`config.mk`:
```
export PLATFORM = sky130hd
export DESIGN_NAME = snitch_icache_refill_responder
export DESIGN_NICKNAME = d
export VERILOG_FILES = /design/src/rtl/snitch_icache_pkg.sv /design/src/rtl/snitch_icache_refill_responder_checker.sv /design/src/rtl/snitch_icache_refill_responder.sv
export SDC_FILE = /design/constraint.sdc
export NUM_CORES = 1
export LEC_CHECK = 0
export BUFFER_PORTS_ARGS = -buffer_cell sky130_fd_sc_hd__buf_2
export CORE_ASPECT_RATIO = 0.75
export CORE_MARGIN = 3
export CORE_UTILIZATION = 30
export DETAILED_ROUTE_END_ITERATION = 16
export GPL_TIMING_DRIVEN = 1
export PLACE_DENSITY_LB_ADDON = 0.05
export SYNTH_ARGS = -nofsm -noshare
export SYNTH_HDL_FRONTEND = slang
export SYNTH_HIERARCHICAL = 1
export SYNTH_SLANG_ARGS = --single-unit
```
`constraint.sdc`:
```
create_clock -name clk_i -period 7 [get_ports clk_i]
set_input_delay 0.7 -clock clk_i [delete_from_list [all_inputs] [get_ports clk_i]]
set_output_delay 0.7 -clock clk_i [all_outputs]
set_load 0.02 [all_outputs]
```
`src/rtl/snitch_icache_pkg.sv`:
```
// Shared icache configuration plus helpers that derive refill beat counts and
// address alignment from it.
package snitch_icache_pkg;

  typedef struct packed {
    int unsigned LINE_WIDTH;
    int unsigned FILL_AW;
    int unsigned FILL_DW;
    int unsigned PENDING_IW;
  } config_t;

  function automatic int unsigned refill_beats(config_t cfg);
    return cfg.LINE_WIDTH / cfg.FILL_DW;
  endfunction

  function automatic int unsigned line_align_bits(config_t cfg);
    return $clog2(cfg.LINE_WIDTH / 8);
  endfunction

  function automatic int unsigned fill_align_bits(config_t cfg);
    return $clog2(cfg.FILL_DW / 8);
  endfunction

  // Clear the low `bits` bits of a byte address.
  function automatic logic [63:0] align_addr(logic [63:0] addr, int unsigned bits);
    return addr & ~((64'd1 << bits) - 64'd1);
  endfunction

endpackage

```
`src/rtl/snitch_icache_refill_responder_checker.sv`:
```
// Protocol checks for the refill responder memory port; no functional logic.
module snitch_icache_refill_responder_checker #(
  parameter int unsigned FILL_AW = 32
) (
  input logic               clk_i,
  input logic               rst_ni,
  input logic               mem_req_i,
  input logic               mem_gnt_i,
  input logic [FILL_AW-1:0] mem_addr_i,
  input logic               mem_rvalid_i,
  input logic               rvalid_expected_i
);

  a_rvalid_expected: assert property (@(posedge clk_i) disable iff (!rst_ni)
    mem_rvalid_i |-> rvalid_expected_i)
    else $error("unexpected mem_rvalid_i outside an outstanding beat");

  a_req_stable: assert property (@(posedge clk_i) disable iff (!rst_ni)
    (mem_req_i && !mem_gnt_i) |=> (mem_req_i && $stable(mem_addr_i)))
    else $error("mem_req_o/mem_addr_o changed before grant");

endmodule

```
`src/rtl/snitch_icache_refill_responder.sv`:
```
// Memory-side refill responder: fetches a line (or one word on bypass) as
// sequential beats from a req/gnt/rvalid port and returns it with the request id.
module snitch_icache_refill_responder
  import snitch_icache_pkg::*;
#(
  parameter int unsigned LINE_WIDTH = 128,
  parameter int unsigned FILL_AW    = 32,
  parameter int unsigned FILL_DW    = 64,
  parameter int unsigned PENDING_IW = 2
) (
  input  logic                  clk_i,
  input  logic                  rst_ni,
  input  logic [FILL_AW-1:0]    refill_addr_i,
  input  logic [PENDING_IW-1:0] refill_id_i,
  input  logic                  refill_bypass_i,
  input  logic                  refill_valid_i,
  output logic                  refill_ready_o,
  output logic [LINE_WIDTH-1:0] rsp_data_o,
  output logic                  rsp_error_o,
  output logic [PENDING_IW-1:0] rsp_id_o,
  output logic                  rsp_valid_o,
  input  logic                  rsp_ready_i,
  output logic                  mem_req_o,
  output logic [FILL_AW-1:0]    mem_addr_o,
  input  logic                  mem_gnt_i,
  input  logic                  mem_rvalid_i,
  input  logic [FILL_DW-1:0]    mem_rdata_i,
  input  logic                  mem_err_i
);

  localparam config_t Cfg = '{LINE_WIDTH: LINE_WIDTH, FILL_AW: FILL_AW,
                              FILL_DW: FILL_DW, PENDING_IW: PENDING_IW};
  localparam int unsigned LineBeats = refill_beats(Cfg);
  localparam int unsigned CntW      = $clog2(LineBeats + 1);
  localparam int unsigned FillShift = fill_align_bits(Cfg);

  localparam logic [1:0] StIdle  = 2'd0;
  localparam logic [1:0] StFetch = 2'd1;
  localparam logic [1:0] StResp  = 2'd2;

  logic [1:0]            state_q, state_d;
  logic [FILL_AW-1:0]    base_q, base_d;
  logic [PENDING_IW-1:0] id_q, id_d;
  logic                  bypass_q, bypass_d;
  logic                  err_q, err_d;
  logic [CntW-1:0]       issue_cnt_q, issue_cnt_d;
  logic [CntW-1:0]       recv_cnt_q, recv_cnt_d;
  logic [LINE_WIDTH-1:0] line_q, line_d;

  logic [CntW-1:0] beats_s;
  logic [63:0]     line_base_s;
  logic [63:0]     fill_base_s;
  logic            beat_in_s;
  logic            rvalid_expected_s;

  assign beats_s     = bypass_q ? CntW'(1) : CntW'(LineBeats);
  assign line_base_s = align_addr(64'(refill_addr_i), line_align_bits(Cfg));
  assign fill_base_s = align_addr(64'(refill_addr_i), FillShift);

  assign mem_req_o  = (state_q == StFetch) && (issue_cnt_q < beats_s);
  assign mem_addr_o = base_q + (FILL_AW'(issue_cnt_q) << FillShift);

  // Beats beyond the refill length or outside FETCH are dropped.
  assign beat_in_s         = (state_q == StFetch) && mem_rvalid_i && (recv_cnt_q < beats_s);
  assign rvalid_expected_s = (state_q == StFetch) && (recv_cnt_q < issue_cnt_q);

  assign refill_ready_o = (state_q == StIdle);
  assign rsp_valid_o    = (state_q == StResp);
  assign rsp_data_o     = line_q;
  assign rsp_error_o    = err_q;
  assign rsp_id_o       = id_q;

  // Next-state logic for the refill FSM, counters and line assembly.
  always_comb begin
    state_d     = state_q;
    base_d      = base_q;
    id_d        = id_q;
    bypass_d    = bypass_q;
    err_d       = err_q;
    issue_cnt_d = issue_cnt_q;
    recv_cnt_d  = recv_cnt_q;
    line_d      = line_q;
    case (state_q)
      StIdle: begin
        if (refill_valid_i) begin
          state_d     = StFetch;
          bypass_d    = refill_bypass_i;
          id_d        = refill_id_i;
          base_d      = refill_bypass_i ? fill_base_s[FILL_AW-1:0] : line_base_s[FILL_AW-1:0];
          err_d       = 1'b0;
          issue_cnt_d = '0;
          recv_cnt_d  = '0;
        end else begin
          state_d = StIdle;
        end
      end
      StFetch: begin
        if (mem_req_o && mem_gnt_i) begin
          issue_cnt_d = issue_cnt_q + CntW'(1);
        end else begin
          issue_cnt_d = issue_cnt_q;
        end
        if (beat_in_s) begin
          err_d      = err_q | mem_err_i;
          recv_cnt_d = recv_cnt_q + CntW'(1);
          // A bypass word fills every slice, so its own slice is covered too.
          if (bypass_q) begin
            line_d = {LineBeats{mem_rdata_i}};
          end else begin
            for (int i = 0; i < LineBeats; i++) begin
              if (recv_cnt_q == CntW'(i)) begin
                line_d[i*FILL_DW +: FILL_DW] = mem_rdata_i;
              end else begin
                line_d[i*FILL_DW +: FILL_DW] = line_q[i*FILL_DW +: FILL_DW];
              end
            end
          end
          if (recv_cnt_q == beats_s - CntW'(1)) begin
            state_d = StResp;
          end else begin
            state_d = StFetch;
          end
        end else begin
          state_d = StFetch;
        end
      end
      StResp: begin
        if (rsp_ready_i) begin
          state_d = StIdle;
        end else begin
          state_d = StResp;
        end
      end
      default: state_d = StIdle;
    endcase
  end

  // State registers; reset abandons any refill in flight.
  always_ff @(posedge clk_i or negedge rst_ni) begin
    if (!rst_ni) begin
      state_q     <= StIdle;
      base_q      <= '0;
      id_q        <= '0;
      bypass_q    <= 1'b0;
      err_q       <= 1'b0;
      issue_cnt_q <= '0;
      recv_cnt_q  <= '0;
      line_q      <= '0;
    end else begin
      state_q     <= state_d;
      base_q      <= base_d;
      id_q        <= id_d;
      bypass_q    <= bypass_d;
      err_q       <= err_d;
      issue_cnt_q <= issue_cnt_d;
      recv_cnt_q  <= recv_cnt_d;
      line_q      <= line_d;
    end
  end

  snitch_icache_refill_responder_checker #(
    .FILL_AW(FILL_AW)
  ) i_checker (
    .clk_i            (clk_i),
    .rst_ni           (rst_ni),
    .mem_req_i        (mem_req_o),
    .mem_gnt_i        (mem_gnt_i),
    .mem_addr_i       (mem_addr_o),
    .mem_rvalid_i     (mem_rvalid_i),
    .rvalid_expected_i(rvalid_expected_s)
  );

endmodule

```
==> results.md, run 1 <==
- Outcome: finished clean
- Clock root buffer: clkbuf_16
- Final-layout setup total negative slack: 0 ns
- FFs w/ async S/R, synth: 100%
- Most instantiated library cell after synthesis: dfrtp_1
- Portion of the post-synthesis area used by sequential elements: 54.8%
- Maximum level of the CTS H-tree: 4
- Switching power summed over all nets: 2150 uW
- Minimum clock period after layout: 3.99 ns
- Static Leak: 0.00469 uW
- Fill cell total of the finished layout: 2358
- Vias in the first global route: 5078
- Mapped Cells: 475
- Post-synth cell types: 43
- Total gr overflow: 0
- Area added between synthesis and finish: 27.0%
- Mean routed wirelength per cell: 17.4 um
- Number of nets in the layout: 856
- Setup repair bufs after CTS: 0
- Tot GR Track Use: 13.9%
- Internal power: 3360 uW
- Share of total power in the clock network: 16.8%
- Number of instances resized during post-cts repair: 0
- Detailed-routed wire length on met2: 8.52 mm
- Share of final-layout standard cells stronger than drive strength 1: 61.3%
- Number of buffers between clock root and the deepest sink: 2
- Overall die area: 27400 um^2
- Count of buffers from port buffering: 265
- Max transition margin: 20.5%
- Highest routed layer: met4
- Number of antenna violations at the first check in global routing: 0
- Detail Route Antenna Nets: 0
- Starting density of the core: 31.2%
- Worst Max-Slew Pin Slew: 1.18 ns
- Most used flip-flop cell after synthesis: dfrtp_1
- Worst setup EP type: primary output
- Placeable core area: 24500 um^2
- Highest attainable clock frequency: 251 MHz
- Ranking of synthesized cells by instance count: dfrtp_1, mux2_4, mux2_2
- Final slew viol count: 0
- TritonCTS Buffers: 17
- Kind of critical path: flop to primary output
- Total via count in the routed design: 4752
- Flop and latch count out of synthesis: 167
- Clock latency of the later-clocked register in the worst-skew pair: 0.42 ns
- Hold Slack: 0.345 ns
- Cell-by-cell listing of the critical path: ha_1, inv_1, fa_1, nor4_2, nand4_1, xnor2_1, buf_2
- Total length of routed wires: 18.9 mm
- Number of max-cap violations: 0
- Clock Skew: 0.0125 ns
- Startpoint class of the critical path: flop
- Top-level I/O count: 272
- Maximum number of pins on one net before global-route repair: 96
- Slowest cell on the critical path: nor4_2
- Power per standard cell area: 569 nW/um^2
- Top cell family by delay on the critical path: simple AND/OR/NAND/NOR gates
- Detailed-router iteration count before antenna repair: 4
- Routed via count divided by cell count: 4.38
- Hold bufs inserted after CTS: 0
- DR DRC count: 0
- TritonCTS clock tree: done
- Data arrival at the endpoint of the critical path: 3.29 ns
- Clock slew seen by the registers of the worst setup and hold paths: 0.06 ns
- Synth top area cells: dfrtp_1, mux2_4, mux2_2
- Crit Path Max Fanout: 10
- Die outline height: 144 um
- Final hold violation count: 0
- Combinational cell fraction of total power: 50.3%
- Routed length on met3: 1.19 mm
- Part of the cycle the worst path needs: 57.0%
- Post-detailed-placement half-perimeter wirelength: 13.4 mm
- Area leader, netlist: dfrtp_1
- Detailed router's first-iteration violation count: 178
- Met1 layer wirelength in the final routing: 9.00 mm
- Final RePlAce weighted congestion: 0.777
- Portion of synthesized cell area occupied by the leading cell type: 54.8%
- Global-route wire length before repair: 29.4 mm
- Die width: 190 um
- Mean cell area of the mapped netlist: 16.0 um^2
- Maximum resistive drop on vdd: 0.000199 V
- WP data required: 6.30 ns
- Hold Path Class: input pin to asynchronous set/reset pin
- Number of sinks on the clock net: 167
- Buffer and inverter count on the worst path: 2
- # setup viols final: 0
- Slowest Stage Delay on Critical Path: 1.04 ns
- Net switching share of the total power: 39.0%
- # rows: 49
- Unrepaired setup endpoints after global routing: false
- Fraction of power consumed by sequential logic: 32.9%
- Synth warnings: 6
- EDFF count, synth: 0
- Total standard cell area after synthesis: 7620 um^2
==> cell usage in the layout, fill, tap and decap left out, types with 4 or more instances in the layout <==
cell type  netlist  routed
nand2_1         12      12
dfrtp_1        167     167
clkinv_2         0       5
nand4_1          8       8
ha_1             7       7
mux2_2          39      39
mux2_4         120     120
clkbuf_16        0      17
nor3_1           4       4
xnor2_1         23      23
buf_2            2     264
nand3_1         11      11
nor2_1           9       8
xor2_1           4       4
inv_1           10      10
and3_1           5       5
==> worst paths after layout <==
check / depth (start not counted) / to / from / slack [ns]
max: 7 / mem_addr_o[25] / issue_cnt_q[0] / 3.01
min: 1 / rsp_data_o[21] / rst_ni / 0.34
max reg2reg: 6 / rsp_data_o[2] / bypass_q / 3.24
min reg2reg: 1 / rsp_data_o[0] / rsp_data_o[0] / 0.50
max in group asynchronous: 2 / rsp_data_o[127] / rst_ni / 5.07
min in group clk_i: 1 / rsp_data_o[0] / rsp_data_o[0] / 0.50
==> state kept, by name, indices dropped and copies added, names as in the netlist <==
name / cells
rsp_id_o: 2
bypass_q: 1
base_q: 29
rsp_data_o: 128
rsp_error_o: 1
recv_cnt_q: 2
issue_cnt_q: 2
state_q: 2
==> per-layer routing <==
metal / track usage [%] / vias up
met2: 21.4 / 156
met1: 18.8 / 2379
met4: 4.04 / 0
li1: - / 2205
met5: 0 / -
met3: 4.51 / 12
==> cells by family (layout without fill, tap and decap cells) <==
| group | count (synthesis) | count (layout) | synth area share [%] |
|---|---|---|---|
| muxes | 160 | 160 | 29.5 |
| AOI/OAI and AO/OA | 14 | 14 | 1.35 |
| and+or+nand+nor | 66 | 66 | 5.28 |
| xor gates and xnor gates | 27 | 27 | 3.10 |
| other | 1 | 4 | 0.0492 |
| buffers and inverters | 32 | 309 | 4.46 |
| DFF | 167 | 167 | 54.8 |
| adders and majority gates | 8 | 8 | 1.41 |
==> final cells by class <==
type | count | area [um^2] | area share (%)
repair buffers | 268 | 1360 | 14.0
clock inverters | 9 | 100 | 1.03
flip-flops and latches | 167 | 4180 | 43.2
clock buffers | 22 | 474 | 4.90
inverters | 10 | 37.5 | 0.388
well taps | 331 | 414 | 4.28
multi-input cells | 278 | 3120 | 32.2
diodes | 1 | 2.50 | 0.0258
==> power by group through the flow <==
stage	sequential (uW)	combinational, uW	clock [uW]
finish	1810	2770	925
global route	1890	2950	1000
CTS	1820	2820	961
detailed placement	1820	2810	0
global placement	1800	2800	0
floorplan	2260	1630	0
==> through the flow <==
| step | std cells | setup WS, ns | area [um^2] | total power, uW | util, % |
|---|---|---|---|---|---|
| floorplan | 477 | 4.02 | 7630 | 3890 | - |
| global placement | 1054 | 3.22 | 9100 | 4600 | 37.2 |
| detailed placement | 1054 | 3.18 | 9100 | 4630 | 37.2 |
| CTS | 1085 | 2.96 | 9680 | 5600 | 39.6 |
| global route | 1085 | 2.77 | 9680 | 5850 | 39.6 |
| finish | 1086 | 3.01 | 9680 | 5510 | 39.6 |
Power figures use the tool's default switching activity.
==> inputs of run 2 (changes only) <==
- ABC_AREA: not set -> 1
- clock period: 7 -> 3.41 ns (I/O delays scaled with it)
==> run 2 against run 1 <==
Against the previous run:
- register-to-register slack worse by 2.1 ns
- worst setup slack got worse by 2.5 ns
- wire length increased by 15%
- cell count rose by 36%
- via count grew 31%
- critical path type unchanged
- largest power group unchanged
- clock power grew 100%
- die area up 0.93%
- critical endpoint is now mem_addr_o[15]
- synthesized cell count up 82%
- utilization shrank 0.49 points
- first-iteration DRC count increased by 120%
- cell area grew 1.3%
- total power increased by 84%
==> results.md, run 2 <==
- Outcome: finished clean
- Mean cell area of the mapped netlist: 8.90 um^2
- TritonCTS clock tree: done
- Ranking of synthesized cells by instance count: nand2_1, dfrtp_1, inv_1
- Placeable core area: 25100 um^2
- Most instantiated library cell after synthesis: nand2_1
- Worst setup EP type: primary output
- Clock slew seen by the registers of the worst setup and hold paths: 0.07 ns
- Detailed router's first-iteration violation count: 385
- Clock latency of the later-clocked register in the worst-skew pair: 0.42 ns
- Data arrival at the endpoint of the critical path: 2.59 ns
- Post-detailed-placement half-perimeter wirelength: 16.4 mm
- Starting density of the core: 30.7%
- Routed via count divided by cell count: 4.23
- Launch instance of the worst min-delay path: rsp_ready_i
- Area added between synthesis and finish: 27.4%
- Portion of netlist area occupied by mux cells: 0%
- Slowest cell on the critical path: fa_1
- Total length of routed wires: 21.8 mm
- Maximum level of the CTS H-tree: 4
- Most common library cell in the layout ignoring fill and taps: nand2_1
- Count of buffers from port buffering: 265
- Part of the cycle the worst path needs: 85.9%
- Buffer and inverter count on the worst path: 2
- Portion of synthesized cell area occupied by the leading cell type: 54.3%
- Maximum resistive drop on vdd: 0.000405 V
- Area leader, netlist: dfrtp_1
- Crit Path Max Fanout: 6
- Total via count in the routed design: 6237
- Share of synthesized cell area in and, or, nand and nor gates: 21.1%
- Number of antenna violations at the first check in global routing: 1
- Synth warnings: 6
- Number of buffers between clock root and the deepest sink: 2
- Count of cell instances traversed by the critical path: 8
- Static Leak: 0.00531 uW
- XOR/XNOR share of the synthesized area: 1.25%
- Clock root buffer: clkbuf_16
- Top-level I/O count: 272
- Die width: 191 um
- Antenna diode instance count: 0
- Power per standard cell area: 1030 nW/um^2
- # setup viols final: 0
- Max transition margin: 56.1%
- Clock Skew: 0.00992 ns
- Maximum number of pins on one net before global-route repair: 69
- Final RePlAce weighted congestion: 0.846
- Slowest Stage Delay on Critical Path: 0.50 ns
- Post-layout total power: 10100 uW
- Detailed-router iteration count before antenna repair: 4
- Hold Path Class: input pin to flop
- Mean routed wirelength per cell: 14.8 um
- Synth top area cells: dfrtp_1, nand2_1, o21ai_2
- Overall die area: 27600 um^2
- Share of final-layout standard cells stronger than drive strength 1: 33.8%
- Number of nets in the layout: 1240
- Worst Max-Slew Pin Slew: 0.658 ns
- Dominant combinational cell family by area after synthesis: simple AND/OR/NAND/NOR gates
- Die outline height: 145 um
- EDFF count, synth: 0
- # rows: 50
- FFs w/ async S/R, synth: 100%
- Total gr overflow: 0
- Setup repair bufs after CTS: 0
- Post-synth cell types: 25
- WP data required: 3.07 ns
- Flip-flop count of the largest register after layout: 128
- Final hold violation count: 0
- Startpoint class of the critical path: flop
- Detail Route Antenna Nets: 0
- Portion of the post-synthesis area used by sequential elements: 54.3%
- Flop and latch count out of synthesis: 167
- Hold depth: 2
- DR DRC count: 0
- Launching point of the worst reg2reg path: bypass_q
- Reg2Reg Depth: 6
- Kind of critical path: flop to primary output
- Top cell family by delay on the critical path: adder cells
- Cell-by-cell listing of the critical path: ha_1, inv_1, fa_1, nor2_1, nand2_1, nor2_1, xor2_1, buf_2
- Setup slack, reg-to-reg: 1.19 ns
- Most used flip-flop cell after synthesis: dfrtp_1
- Tot GR Track Use: 15.9%
- Total standard cell area after synthesis: 7700 um^2
- Unrepaired setup endpoints after global routing: false
- Highest attainable clock frequency: 341 MHz
- Post-Synth Adder-Cell Area: 1.40%
- Most frequent cells in the layout: nand2_1, buf_2, dfrtp_1, inv_1, o21ai_2
- TritonCTS Buffers: 17
- Start point of the critical path: issue_cnt_q[0]
- Cell with the most instances on the worst path: nor2_1
- Vias in the first global route: 6053
- Area fraction in compound gates after synthesis: 12.8%
- Number of sinks on the clock net: 167
- Mapped Cells: 865
- Destination of the critical timing path: mem_addr_o[15]
- Minimum clock period after layout: 2.93 ns
- Number of max-cap violations: 0
- Final slew viol count: 0
- Global-route wire length before repair: 34.0 mm
- FF-to-FF End: rsp_data_o[7]
- Final-layout setup total negative slack: 0 ns
[run 2: logic make-up after synthesis]
family                   count (synthesis)
AND/OR/NAND/NOR                        405
flip-flops                             167
AO/OA/AOI/OAI                          143
buffers and inverters                  130
XOR/XNOR                                11
adder cells (fa/ha/maj)                  8
other                                    1
[run 2: area by class of cell]
class                      instances  area (um^2)
clock buffer                      20          447
clock inverter                     9          104
fill                            2672        15300
inverter                          92          345
multi-input combinational        570         2840
sequential                       167         4180
tap                              338          423
timing repair buffer             278         1470
[run 2: repair_timing]
| item | in CTS | in global routing |
|---|---|---|
| hold buffers | 1 | 0 |
| hold endpoints to repair | 63 | 0 |
| resized for setup | 0 | 0 |
[run 2: worst min path at each step]
stage | endpoint
final | state_q[1]
after global routing | state_q[1]
after CTS | state_q[1]
after detailed placement | rsp_id_o[1]
after global placement | base_q[12]
after floorplan | base_q[10]
[run 2: report_power, final]
part	internal (uW)	switching, uW	leakage, uW
Combinational	1570	3130	0.00295
Clock	1080	790	0.000268
Sequential	2910	660	0.00209
[run 2: metal layers]
layer	part of all wire (%)	up-vias	track usage (%)	routed length, um
li1	-	3218	-	-
met2	41	188	22.3	8930
met4	1.0	2	3.94	218
met1	49	2810	23.2	10700
met5	0.032	-	0	7
met3	9.3	19	5.97	2020
[run 2: metrics by stage]
step	setup slack (ns)	area, um^2	instances	utilization (%)	hold WS, ns
4_1_cts	0.452	9810	1474	39.1	0.0682
3_5_place_dp	0.930	9250	1444	36.9	0.393
5_1_grt	0.269	9810	1474	39.1	0.0866
6_report	0.480	9810	1474	39.1	0.0964
2_1_floorplan	1.18	7700	867	-	0.0454
3_3_place_gp	0.961	9250	1444	36.9	0.385
==> inputs of run 3 (changes only) <==
- clock period: 3.41 -> 3.3 ns (I/O delays scaled with it)
==> run 3 against run 2 <==
Against the previous run:
- die area did not move
- count of clock-buffer cells in the layout down 1
- first-iteration DRC count decreased by 5.7%
- wire length increased by 0.13%
- total power increased by 5.0%
- worst hold slack gained 0.0013 ns
- clock skew about the same
- register-to-register slack got worse by 0.11 ns
- sequential cell count stayed put
- combinational power grew 4%
- utilization rose by 0.24 points
- cell area grew 0.63%
- critical path type unchanged
==> results.md, run 3 (synthesis results as in run 2) <==
- Outcome: finished clean
- Post-detailed-placement half-perimeter wirelength: 16.2 mm
- DR DRC count: 0
- Maximum number of pins on one net before global-route repair: 74
- Detailed-router iteration count before antenna repair: 4
- Crit Path Max Fanout: 6
- Maximum level of the CTS H-tree: 4
- Flip-flop count of the largest register after layout: 128
- Slowest Stage Delay on Critical Path: 0.49 ns
- Clock latency of the later-clocked register in the worst-skew pair: 0.43 ns
- # setup viols final: 0
- Number of nets in the layout: 1236
- Share of final-layout standard cells stronger than drive strength 1: 33.8%
- Clock slew seen by the registers of the worst setup and hold paths: 0.07 ns
- Detailed router's first-iteration violation count: 363
- Starting density of the core: 30.7%
- Highest attainable clock frequency: 345 MHz
- Placeable core area: 25100 um^2
- Routed via count divided by cell count: 4.21
- Most frequent cells in the layout: nand2_1, buf_2, dfrtp_1, inv_1, o21ai_2
- Number of buffers between clock root and the deepest sink: 2
- Die outline height: 145 um
- # rows: 50
- Part of the cycle the worst path needs: 87.9%
- Worst setup EP type: primary output
- Kind of critical path: flop to primary output
- TritonCTS Buffers: 17
- Power per standard cell area: 1080 nW/um^2
- Most common library cell in the layout ignoring fill and taps: nand2_1
- Total via count in the routed design: 6209
- Cell with the most instances on the worst path: nor2_1
- Minimum clock period after layout: 2.90 ns
- Slowest cell on the critical path: fa_1
- Number of instances resized during post-cts repair: 0
- Hold bufs inserted after CTS: 1
- Data arrival at the endpoint of the critical path: 2.57 ns
- Tot GR Track Use: 15.7%
- Hold Path Class: input pin to flop
- Static Leak: 0.00532 uW
- Final-layout setup total negative slack: 0 ns
- Mean routed wirelength per cell: 14.8 um
- Startpoint class of the critical path: flop
- Area added between synthesis and finish: 28.2%
- Final RePlAce weighted congestion: 0.868
- Count of buffers from port buffering: 265
- TritonCTS clock tree: done
- Vias in the first global route: 5874
- Top cell family by delay on the critical path: adder cells
- Global-route wire length before repair: 33.5 mm
- Final hold violation count: 0
- Unrepaired setup endpoints after global routing: false
- Cell-by-cell listing of the critical path: ha_1, inv_1, fa_1, nor2_1, nand2_1, nor2_1, xor2_1, buf_2
- Top-level I/O count: 272
- Clock root buffer: clkbuf_16
- Final slew viol count: 0
- Number of max-cap violations: 0
- Buffer and inverter count on the worst path: 2
- WP data required: 2.97 ns
- Layout Utilization: 39.3%
- Number of antenna violations at the first check in global routing: 3
- Clock Skew: 0.00943 ns
- Worst Max-Slew Pin Slew: 0.731 ns
- Total gr overflow: 0
- Maximum resistive drop on vdd: 0.000402 V
- Total length of routed wires: 21.9 mm
- Detail Route Antenna Nets: 0
- Max transition margin: 51.3%
- Die width: 191 um
- Setup repair bufs after CTS: 0
- Number of sinks on the clock net: 167
- Overall die area: 27600 um^2
[run 3: changes by cell type in the layout (fill, tap and decap cells not counted)]
cell and change:
buf_12 +2, buf_4 -6, bufinv_16 +1, clkbuf_1 -1, clkinv_2 -3, clkinv_4 +2
clkinvlp_4 +2, diode_2 +1, inv_6 +1, inv_8 +1
[run 3: routing by layer]
layer	wire length, um	vias up	part of all wire [%]	global-route usage, %
met2	8810	179	40	20.9
met5	22	-	0.10	0
met1	10800	2804	49	23.5
met4	167	6	0.76	3.67
met3	2070	17	9.5	6.33
li1	-	3203	-	-
[run 3: layout make-up]
cell class	count	area, um^2
timing repair buffer	274	1470
tap	338	423
multi-input combinational	570	2840
antenna	1	2.50
clock inverter	13	171
fill	2665	15200
clock buffer	19	443
inverter	92	345
sequential	167	4180
[run 3: worst paths after layout]
kind                                   start  cells after the start  slack (ns)         endpoint
min in group asynchronous             rst_ni                      2        0.50      rsp_id_o[1]
min reg2reg                   rsp_data_o[72]                      2        0.47   rsp_data_o[72]
min                        refill_addr_i[10]                      3         0.1       base_q[10]
max reg2reg                         bypass_q                      6        1.08  rsp_data_o[101]
max in group asynchronous             rst_ni                      3        1.89  rsp_data_o[104]
max                           issue_cnt_q[0]                      8        0.40   mem_addr_o[19]
[run 3: stage by stage]
stage / total power (uW) / worst slack, ns / instances / area [um^2] / hold slack (ns)
floorplan: 7070 / 1.08 / 867 / 7700 / 0.0344
global placement: 8680 / 0.842 / 1440 / 9240 / 0.430
detailed placement: 8680 / 0.836 / 1440 / 9240 / 0.418
CTS: 10800 / 0.353 / 1473 / 9860 / 0.0728
global route: 11500 / 0.161 / 1473 / 9860 / 0.0840
finish: 10700 / 0.400 / 1474 / 9870 / 0.0977
[run 3: where the power goes]
part           switching [uW]  leakage, uW  internal, uW
logic                    3240      0.00294          1630
clock network             875     0.000288          1220
registers                 680      0.00209          3010
total                    4790      0.00532          5860
[run 3: worst min-delay path: cells and delay by family]
family,cells,cell delay [ns]
and+or+nand+nor,2,0.09
buffers and inverters,1,0.08
